[src/rtl/lattice_history_port_arbiter.sv]
// Single-port history BRAM arbiter: FSM write stream vs two round-robin readers.
// A starvation limit plus a 1-entry write skid keeps both readers moving.
module lattice_history_port_arbiter #(
    parameter int ADDR_BITS     = 7,
    parameter int DATA_BITS     = 32,
    parameter int STARVE_LIMIT  = 4,
    parameter int DROP_CNT_BITS = 8
) (
    input  logic                     clk,
    input  logic                     rst_n,
    input  logic                     wr_valid,
    input  logic [ADDR_BITS-1:0]     wr_addr,
    input  logic [DATA_BITS-1:0]     wr_data,
    input  logic                     rd0_valid,
    input  logic [ADDR_BITS-1:0]     rd0_addr,
    output logic                     rd0_ready,
    output logic                     rd0_rvalid,
    output logic [DATA_BITS-1:0]     rd0_rdata,
    input  logic                     rd1_valid,
    input  logic [ADDR_BITS-1:0]     rd1_addr,
    output logic                     rd1_ready,
    output logic                     rd1_rvalid,
    output logic [DATA_BITS-1:0]     rd1_rdata,
    output logic                     mem_we,
    output logic                     mem_re,
    output logic [ADDR_BITS-1:0]     mem_addr,
    output logic [DATA_BITS-1:0]     mem_wdata,
    input  logic [DATA_BITS-1:0]     mem_rdata,
    output logic                     wr_drop,
    output logic [DROP_CNT_BITS-1:0] drop_count,
    output logic                     skid_full
);

    localparam logic [3:0] LIMIT = 4'(STARVE_LIMIT);

    logic [3:0]               starve_cnt;
    logic                     skid_q;
    logic [ADDR_BITS-1:0]     skid_addr;
    logic [DATA_BITS-1:0]     skid_data;
    logic                     rr_last;
    logic                     rvalid0_q;
    logic                     rvalid1_q;
    logic                     fwd_q;
    logic [DATA_BITS-1:0]     fwd_data_q;
    logic                     drop_q;
    logic [DROP_CNT_BITS-1:0] drop_cnt_q;

    logic                 any_rd;
    logic                 starved;
    logic                 drain;
    logic                 direct;
    logic                 rd_go;
    logic                 gnt0;
    logic                 gnt1;
    logic [ADDR_BITS-1:0] rd_addr;
    logic                 skid_load;
    logic                 drop;
    logic                 fwd_wr;
    logic                 fwd_skid;
    logic [DATA_BITS-1:0] rsp_data;

    always_comb begin
        any_rd    = rd0_valid | rd1_valid;
        starved   = any_rd && (starve_cnt >= LIMIT);
        drain     = skid_q && !starved;
        direct    = wr_valid && !skid_q && !starved;
        rd_go     = any_rd && !drain && !direct;
        gnt1      = rd_go && rd1_valid && (!rd0_valid || !rr_last);
        gnt0      = rd_go && rd0_valid && !gnt1;
        rd_addr   = gnt1 ? rd1_addr : rd0_addr;
        // A write that cannot reach the port parks in the skid, else it is lost
        skid_load = wr_valid && (drain || (rd_go && !skid_q));
        drop      = wr_valid && rd_go && skid_q;
        // The write parked this cycle is newer than anything already in the skid
        fwd_wr    = rd_go && skid_load && (wr_addr == rd_addr);
        fwd_skid  = rd_go && skid_q && (skid_addr == rd_addr);
    end

    always_ff @(posedge clk or negedge rst_n) begin
        if (!rst_n) begin
            starve_cnt <= '0;
            skid_q     <= 1'b0;
            skid_addr  <= '0;
            skid_data  <= '0;
            rr_last    <= 1'b1;
            rvalid0_q  <= 1'b0;
            rvalid1_q  <= 1'b0;
            fwd_q      <= 1'b0;
            fwd_data_q <= '0;
            drop_q     <= 1'b0;
            drop_cnt_q <= '0;
        end else begin
            rvalid0_q <= gnt0;
            rvalid1_q <= gnt1;
            drop_q    <= drop;
            if (rd_go) begin
                fwd_q      <= fwd_wr | fwd_skid;
                fwd_data_q <= fwd_wr ? wr_data : skid_data;
            end
            if (gnt0) begin
                rr_last <= 1'b0;
            end else if (gnt1) begin
                rr_last <= 1'b1;
            end
            if (skid_load) begin
                skid_q    <= 1'b1;
                skid_addr <= wr_addr;
                skid_data <= wr_data;
            end else if (drain) begin
                skid_q <= 1'b0;
            end
            if (drop && (drop_cnt_q != '1)) begin
                drop_cnt_q <= drop_cnt_q + 1'b1;
            end
            if (!any_rd || rd_go) begin
                starve_cnt <= '0;
            end else if (starve_cnt < LIMIT) begin
                starve_cnt <= starve_cnt + 4'd1;
            end
        end
    end

    always_comb begin
        rsp_data   = fwd_q ? fwd_data_q : mem_rdata;
        rd0_ready  = gnt0;
        rd1_ready  = gnt1;
        rd0_rvalid = rvalid0_q;
        rd1_rvalid = rvalid1_q;
        rd0_rdata  = rvalid0_q ? rsp_data : '0;
        rd1_rdata  = rvalid1_q ? rsp_data : '0;
        mem_we     = drain | direct;
        mem_re     = rd_go;
        mem_addr   = drain ? skid_addr : (direct ? wr_addr : rd_addr);
        mem_wdata  = drain ? skid_data : wr_data;
        wr_drop    = drop_q;
        drop_count = drop_cnt_q;
        skid_full  = skid_q;
    end

endmodule
[config.mk]
export PLATFORM = sky130hd
export DESIGN_NAME = lattice_history_port_arbiter
export DESIGN_NICKNAME = d
export VERILOG_FILES = /design/src/rtl/lattice_history_port_arbiter.sv
export SDC_FILE = /design/constraint.sdc
export NUM_CORES = 1
export LEC_CHECK = 0
export ABC_AREA = 1
export CAP_MARGIN = 20
export CORE_ASPECT_RATIO = 2
export CORE_UTILIZATION = 45
export DETAILED_ROUTE_END_ITERATION = 6
export PLACE_DENSITY = 0.87
export SYNTH_ARGS = -nofsm -noshare
export SYNTH_HDL_FRONTEND = slang
export SYNTH_SLANG_ARGS = --single-unit
[constraint.sdc]
create_clock -name clk -period 2.2 [get_ports clk]
set_input_delay 0.22 -clock clk [delete_from_list [all_inputs] [get_ports clk]]
set_output_delay 0.22 -clock clk [all_outputs]
set_load 0.01 [all_outputs]
* Word-level counts from Yosys, hierarchy flattened
Index checks and enable logic that the tools add are counted.
** Operators by class
- Reduce and logical (&&, ||, !) cells :: 33
- $lt $le $gt $ge :: 2
- Mux-type cells :: 14
- Add/subtract/negate cells :: 2
- Bitwise logic cells :: 3
- Equality and inequality tests :: 3
** Operators by type and width (number)
- $mux W32 :: 5
- $mux W7 :: 3
- $logic_and A1 B1 Y1 :: 19
- $eq A7 B7 Y1 :: 2
- $add A8 B1 Y8 const B :: 1
- $logic_not A1 Y1 :: 8
- $mux W4 :: 2
- $ne A8 B8 Y1 const B :: 1
- $reduce_bool A2 Y1 :: 3
- $add A4 B1 Y4 const B :: 1
- $ge A4 B3 Y1 const B :: 1
- $lt A4 B3 Y1 const B :: 1
- $mux W1 :: 4
- $logic_or A1 B1 Y1 :: 3
- $or A1 B1 Y1 :: 3
** Word-level totals
- Flip-flop bits (word level) :: 89
- Output and inout port bits :: 119
- Bits of input ports :: 90
- Word-level logic and storage cells :: 68

* Logic depth before layout (Yosys ltp)
- Depth in word-level cells :: 13
- Gate-level depth with buffers :: 17
- Depth with buffers taken out :: 16

* Least setup slack after synthesis
OpenSTA, ideal clock, no wires.
- Path kind :: register -> register
- From :: reg skid_q, in the netlist skid_full
- To :: reg fwd_data_q[23]
- Period minus slack after synthesis :: 2.010 ns
- Path buffers :: 2
- Data required time :: 2.081 ns
- Setup slack :: 0.190 ns
- Cell stages (with the launch flop) :: 13
- Library setup time :: 0.119 ns
- Data arrival time :: 1.891 ns
- Cells stage by stage :: dfrtp_1 a21oi_4 nand3_2 buf_6 inv_2 nand2_2 nand3_2 nand3_2 nor2_4 buf_4 nand3_1 nand3_1 nand2_1
** Between the ends
- Word-level cells in the longest chain between the ends :: 11
- Elaborated cells on any way between the ends :: 18
- Classes of those cells :: eq/ne (1); mux (2); reduce/logical (15)
** RTL lines
- from (decl) :: RTL line 37 : logic skid_q;
- from (signal assigned) :: RTL line 82 : skid_q <= 1'b0;
- from (signal assigned) :: RTL line 106 : skid_q <= 1'b1;
- from (signal assigned) :: RTL line 110 : skid_q <= 1'b0;
- $logic_not A1 Y1 :: RTL line 66 : direct = wr_valid && !skid_q && !starved;
- $logic_and A1 B1 Y1 (2 in series) :: RTL line 66
- $logic_not A1 Y1 :: RTL line 67 : rd_go = any_rd && !drain && !direct;
- $logic_and A1 B1 Y1 * :: RTL line 67
- $logic_and A1 B1 Y1 * (2 in series) :: RTL line 68 : gnt1 = rd_go && rd1_valid && (!rd0_valid || !rr_last);
- net rd1_ready :: RTL line 21 : output logic rd1_ready,
- $mux W7 * :: RTL line 70 : rd_addr = gnt1 ? rd1_addr : rd0_addr;
- $eq A7 B7 Y1 * :: RTL line 75 : fwd_wr = rd_go && skid_load && (wr_addr == rd_addr);
- $logic_and A1 B1 Y1 * :: RTL line 75
- $mux W32 * :: RTL line 98 : fwd_data_q <= fwd_wr ? wr_data : skid_data;
- to (signal assigned) :: RTL line 98
- to (decl) :: RTL line 44 : logic [DATA_BITS-1:0] fwd_data_q;
The timed path passes the listed nets; every way through them passes the cells marked *.
A chain may end at the register's enable or synchronous reset.

* Worst setup path in the final report
- From :: reg starve_cnt[2]
- To :: reg fwd_data_q[13]
** Between the ends
- Word-level cells in the longest chain between the ends :: 13
- Elaborated cells on any way between the ends :: 19
- Classes of those cells :: order compare (1); eq/ne (1); mux (2); reduce/logical (15)
** RTL lines
- from (decl) :: RTL line 36 : logic [3:0] starve_cnt;
- from (signal assigned) :: RTL line 118 : starve_cnt <= starve_cnt + 4'd1;
- $ge A4 B3 Y1 * :: RTL line 64 : starved = any_rd && (starve_cnt >= LIMIT);
- $logic_and A1 B1 Y1 * :: RTL line 64
- $logic_not A1 Y1 * :: RTL line 65, 66
- $logic_and A1 B1 Y1 :: RTL line 65 : drain = skid_q && !starved;
- $logic_not A1 Y1 :: RTL line 67
- $logic_and A1 B1 Y1 (2 in series) :: RTL line 67
- $logic_and A1 B1 Y1, on equally long branches :: RTL line 68, 72
- $logic_and A1 B1 Y1 / $logic_or A1 B1 Y1 (equally long branches) :: RTL line 68, 72
- $mux W7 / $logic_and A1 B1 Y1 (equally long branches) :: RTL line 70, 72
- $eq A7 B7 Y1 / $logic_and A1 B1 Y1 (equally long branches) :: RTL line 75
- $logic_and A1 B1 Y1 :: RTL line 75
- $mux W32 :: RTL line 98
Mark *: on every way between the ends. The rest lies on a longest branch, timed or not.

==> flow_metrics.py <==
metrics = {
    "outcome": {
        "status": "finished, violations left",
        "violations": "negative setup slack",
    },
    "cts": {
        "cts_tree": "done",
        "clk_pin_slew_worst_paths_ns": 0.07,
        "clock_sinks": 89,
        "cts_root_buf": "clkbuf_16",
        "numCtsBuffers": 9,
        "cts_max_path_buffers": 2,
        "clkLatencyLatePin_ns": 0.34,
        "htree_levels": 3,
    },
    "global_routing": {
        "antenna_found_initial": 0,
        "gr-usage-all-layers_pct": 30.2,
        "grt_max_degree": 49,
        "grt_pass1_wl_um": 30100,
        "grt_pass1_vias": 6314,
        "gr-total-overflow": 0,
    },
    "power": {
        "power.density_nw_per_um2": 801,
        "ir_drop_uv": 690,
        "leakagePower_nw": 4.40,
        "finalPower_mw": 7.25,
    },
    "sta": {
        "setup_ws_ns": -0.234,
        "relSlewSlack_pct": 57.5,
        "setup_viol_count_final": 38,
        "fin_crit_sh_pct": 111,
        "worst_slew_pin_slew_ns": 0.637,
        "finalHoldViolCount": 0,
        "fmax_mhz": 411,
        "finClkSkew_ns": 0.00857,
        "period_minus_slack_ns": 2.43,
        "maxSlewViolCount": 0,
        "rsz0062_at_grt": "true",
    },
    "worst_setup_path": {
        "crit_top_cell": "nand2_1",
        "cp.required_ns": 2.47,
        "crit_fanout": 8,
        "worstSetupPathType": "flop to flop",
        "path_cells": "inv_1 > nand2_1 > nand2_2 > buf_12 > nand2_8 > buf_8 > buf_6 > nand4_1 > nand2_1 > nand2_1 > nand2_1 > inv_2 > nand2_2 > nor2_4 > nand2_8 > clkbuf_16 > nand2_2 > nand3_1 > nand2_1",
        "cpMaxStageDelayCell": "dfrtp_1",
        "critPathLaunchType": "flop",
        "reg2reg_depth": 19,
        "slowest_delay_ns": 0.41,
        "regToRegStartpoint": "starve_cnt[2]",
        "worst_setup_path_end_kind": "flop",
        "r2r_slack_ns": -0.23,
        "arrival_ns": 2.71,
        "crit_buf_inv": 6,
        "r2r-end": "fwd_data_q[13]",
        "critPathTopFamily": "simple AND/OR/NAND/NOR gates",
    },
    "finish": {
        "antenna_cells": 0,
        "final_area_sq_um": 9050,
        "final_nets": 1140,
        "fill_cells": 840,
        "drive_above_1_share_pct": 20.8,
        "final_core_util_pct": 75.1,
        "areaGrowthSynthToFinish_pct": 63.1,
    },
    "synthesis": {
        "synth_nets": 885,
        "synth_area_sq_um": 5550,
        "yosysWarningCount": 0,
        "synth_most_common_cell": "nand2_1",
        "postSynthCellCount": 793,
        "synth_ff_type": "dfrtp_1",
        "synth-seq-cells": 89,
        "synth_edf_count": 0,
        "synth_top_area_cell": "dfrtp_1",
        "syn_avg_cell_area_sq_um": 6.99,
        "async_reset_ff_share_pct": 100,
        "synth.area.top_cells": "dfrtp_1 (40%), nand2_1 (15%), nand3_1 (8.0%)",
        "synth_common_cells": "nand2_1 (220), inv_1 (103), nand3_1 (89), dfrtp_1 (88), nor2_1 (84)",
        "synth_cell_type_count": 34,
        "synth_top_area_share_pct": 39.7,
        "yosysSeqAreaShare_pct": 40.2,
    },
    "place": {
        "gp_congestion": 0.869,
        "port_buffers": 208,
        "placed_area_sq_um": 8150,
        "dp_hpwl_um": 13000,
    },
    "detailed_routing": {
        "firstDrtPassIters": 7,
        "vias_per_cell": 5.35,
        "wirelength_um": 19400,
        "drt.antenna.violating_nets": 0,
        "drcViolationCount": 0,
        "routedWlPerCell_um": 16.2,
        "drt_iter0_markers": 496,
        "via_count": 6422,
    },
    "run": {
        "cap_violations": 0,
    },
    "die": {
        "dieArea_sq_um": 12800,
        "rows": 57,
        "start_util_pct": 46.0,
        "core-area_sq_um": 12100,
        "die_h_um": 159,
        "io-pin-count": 209,
        "die_w_um": 80.5,
    },
    "min_path": {
        "min_path_type": "primary input to asynchronous set/reset pin",
    },
}
-- worst register-to-register path: stages, from the launching register on --
cell and delay (ns):
dfrtp_1 0.41, inv_1 0.07, nand2_1 0.06, nand2_2 0.09, buf_12 0.11, nand2_8 0.05
buf_8 0.14, buf_6 0.13, nand4_1 0.16, nand2_1 0.09, nand2_1 0.07, nand2_1 0.08
inv_2 0.07, nand2_2 0.06, nor2_4 0.21, nand2_8 0.13, clkbuf_16 0.20, nand2_2 0.07
nand3_1 0.07, nand2_1 0.09
-- state kept, by name (all words and copies together), names as in the netlist --
| register | count |
|---|---|
| drop_count | 8 |
| fwd_data_q | 32 |
| fwd_q | 1 |
| rd0_rvalid | 1 |
| rd1_rvalid | 1 |
| rr_last | 1 |
| skid_addr | 7 |
| skid_data | 32 |
| skid_full | 1 |
| starve_cnt | 4 |
| wr_drop | 1 |
-- power by group --
group | total [mW] | internal (mW) | switching, mW
registers | 2.56 | 2.17 | 0.391
clock network | 1.62 | 0.956 | 0.661
logic | 3.07 | 1.42 | 1.65
total | 7.25 | 4.55 | 2.70
-- final cells by class --
type / count / area, sq um / area share, %
well taps: 147 / 184 / 2.03
clock buffers: 12 / 256 / 2.84
inverters: 107 / 404 / 4.47
flip-flops and latches: 89 / 2230 / 24.7
clock inverters: 4 / 56.3 / 0.622
repair buffers: 287 / 2840 / 31.4
multi-input cells: 554 / 3070 / 34.0
-- metrics by stage --
| step | worst slack, ns | instances | TNS (ns) | hold WS [ns] |
|---|---|---|---|---|
| floorplan | 0.190 | 793 | 0 | -0.0756 |
| global placement | -0.307 | 1160 | -20.16 | 0.278 |
| detailed placement | -0.452 | 1160 | -31.72 | 0.284 |
| CTS | -0.112 | 1197 | -2.61 | 0.443 |
| global route | -0.392 | 1200 | -16.62 | 0.473 |
| finish | -0.234 | 1200 | -6.05 | 0.449 |
-- cell families after synthesis --
group / count (synthesis) / share of synthesized area (%)
compound gates: 82 / 7.90
xor+xnor: 8 / 1.26
fa+ha+maj: 2 / 0.451
buf+inv: 150 / 11.0
flops: 89 / 40.2
mux: 33 / 5.98
other cells: 1 / 0.0676
simple gates: 428 / 33.1
-- worst max-delay path by stage --
stage                        from             end  cells after the start
CTS                 starve_cnt[2]  fwd_data_q[28]                     19
detailed placement      rd1_valid  fwd_data_q[29]                     16
finish              starve_cnt[2]  fwd_data_q[13]                     19
floorplan               skid_full  fwd_data_q[23]                     12
global placement        rd0_valid  fwd_data_q[24]                     18
global route        starve_cnt[2]  fwd_data_q[13]                     19
-- layer usage --
| metal | share of wire, % | vias to the layer above | global-route usage, % |
|---|---|---|---|
| met1 | 34 | 3013 | 32.8 |
| met4 | 5.0 | 0 | 16.2 |
| met5 | 0 | - | 0 |
| met2 | 55 | 308 | 54.5 |
| met3 | 5.4 | 77 | 4.24 |
| li1 | - | 3024 | - |
-- layout by cell type, fill, tap and decap left out, types with 2 or more instances in the layout --
master and instances:
ha_1 2, clkbuf_8 2, o21ai_1 17, nor2_4 3
buf_12 13, or2_2 2, mux2i_1 32, nand3_1 55
nand3b_1 6, inv_1 99, dlygate4sd2_1 21, dfrtp_1 86
nand2_1 180, clkbuf_2 3, nor3_1 2, inv_6 3
xnor2_1 5, clkbuf_16 11, xor2_1 3, nand3_2 35
nor2_1 83, nand2_8 2, buf_4 49, a31oi_1 6
buf_2 20, buf_6 9, nand2_4 7, nand4_1 15
nand3_4 2, o21ai_0 54, buf_8 5, buf_16 2
nand2_2 35, clkdlybuf4s50_1 162, clkinv_1 2, inv_2 5
dfrtp_2 2
-- repair_timing --
item	CTS	global route
pin swaps	26	49
buffers inserted	17	4
setup endpoints to repair	74	100
hold endpoints to repair	47	0
hold buffers	1	0
gates cloned	4	2
gates resized for setup	164	98
No activity file was read; power rests on OpenSTA's default activity.
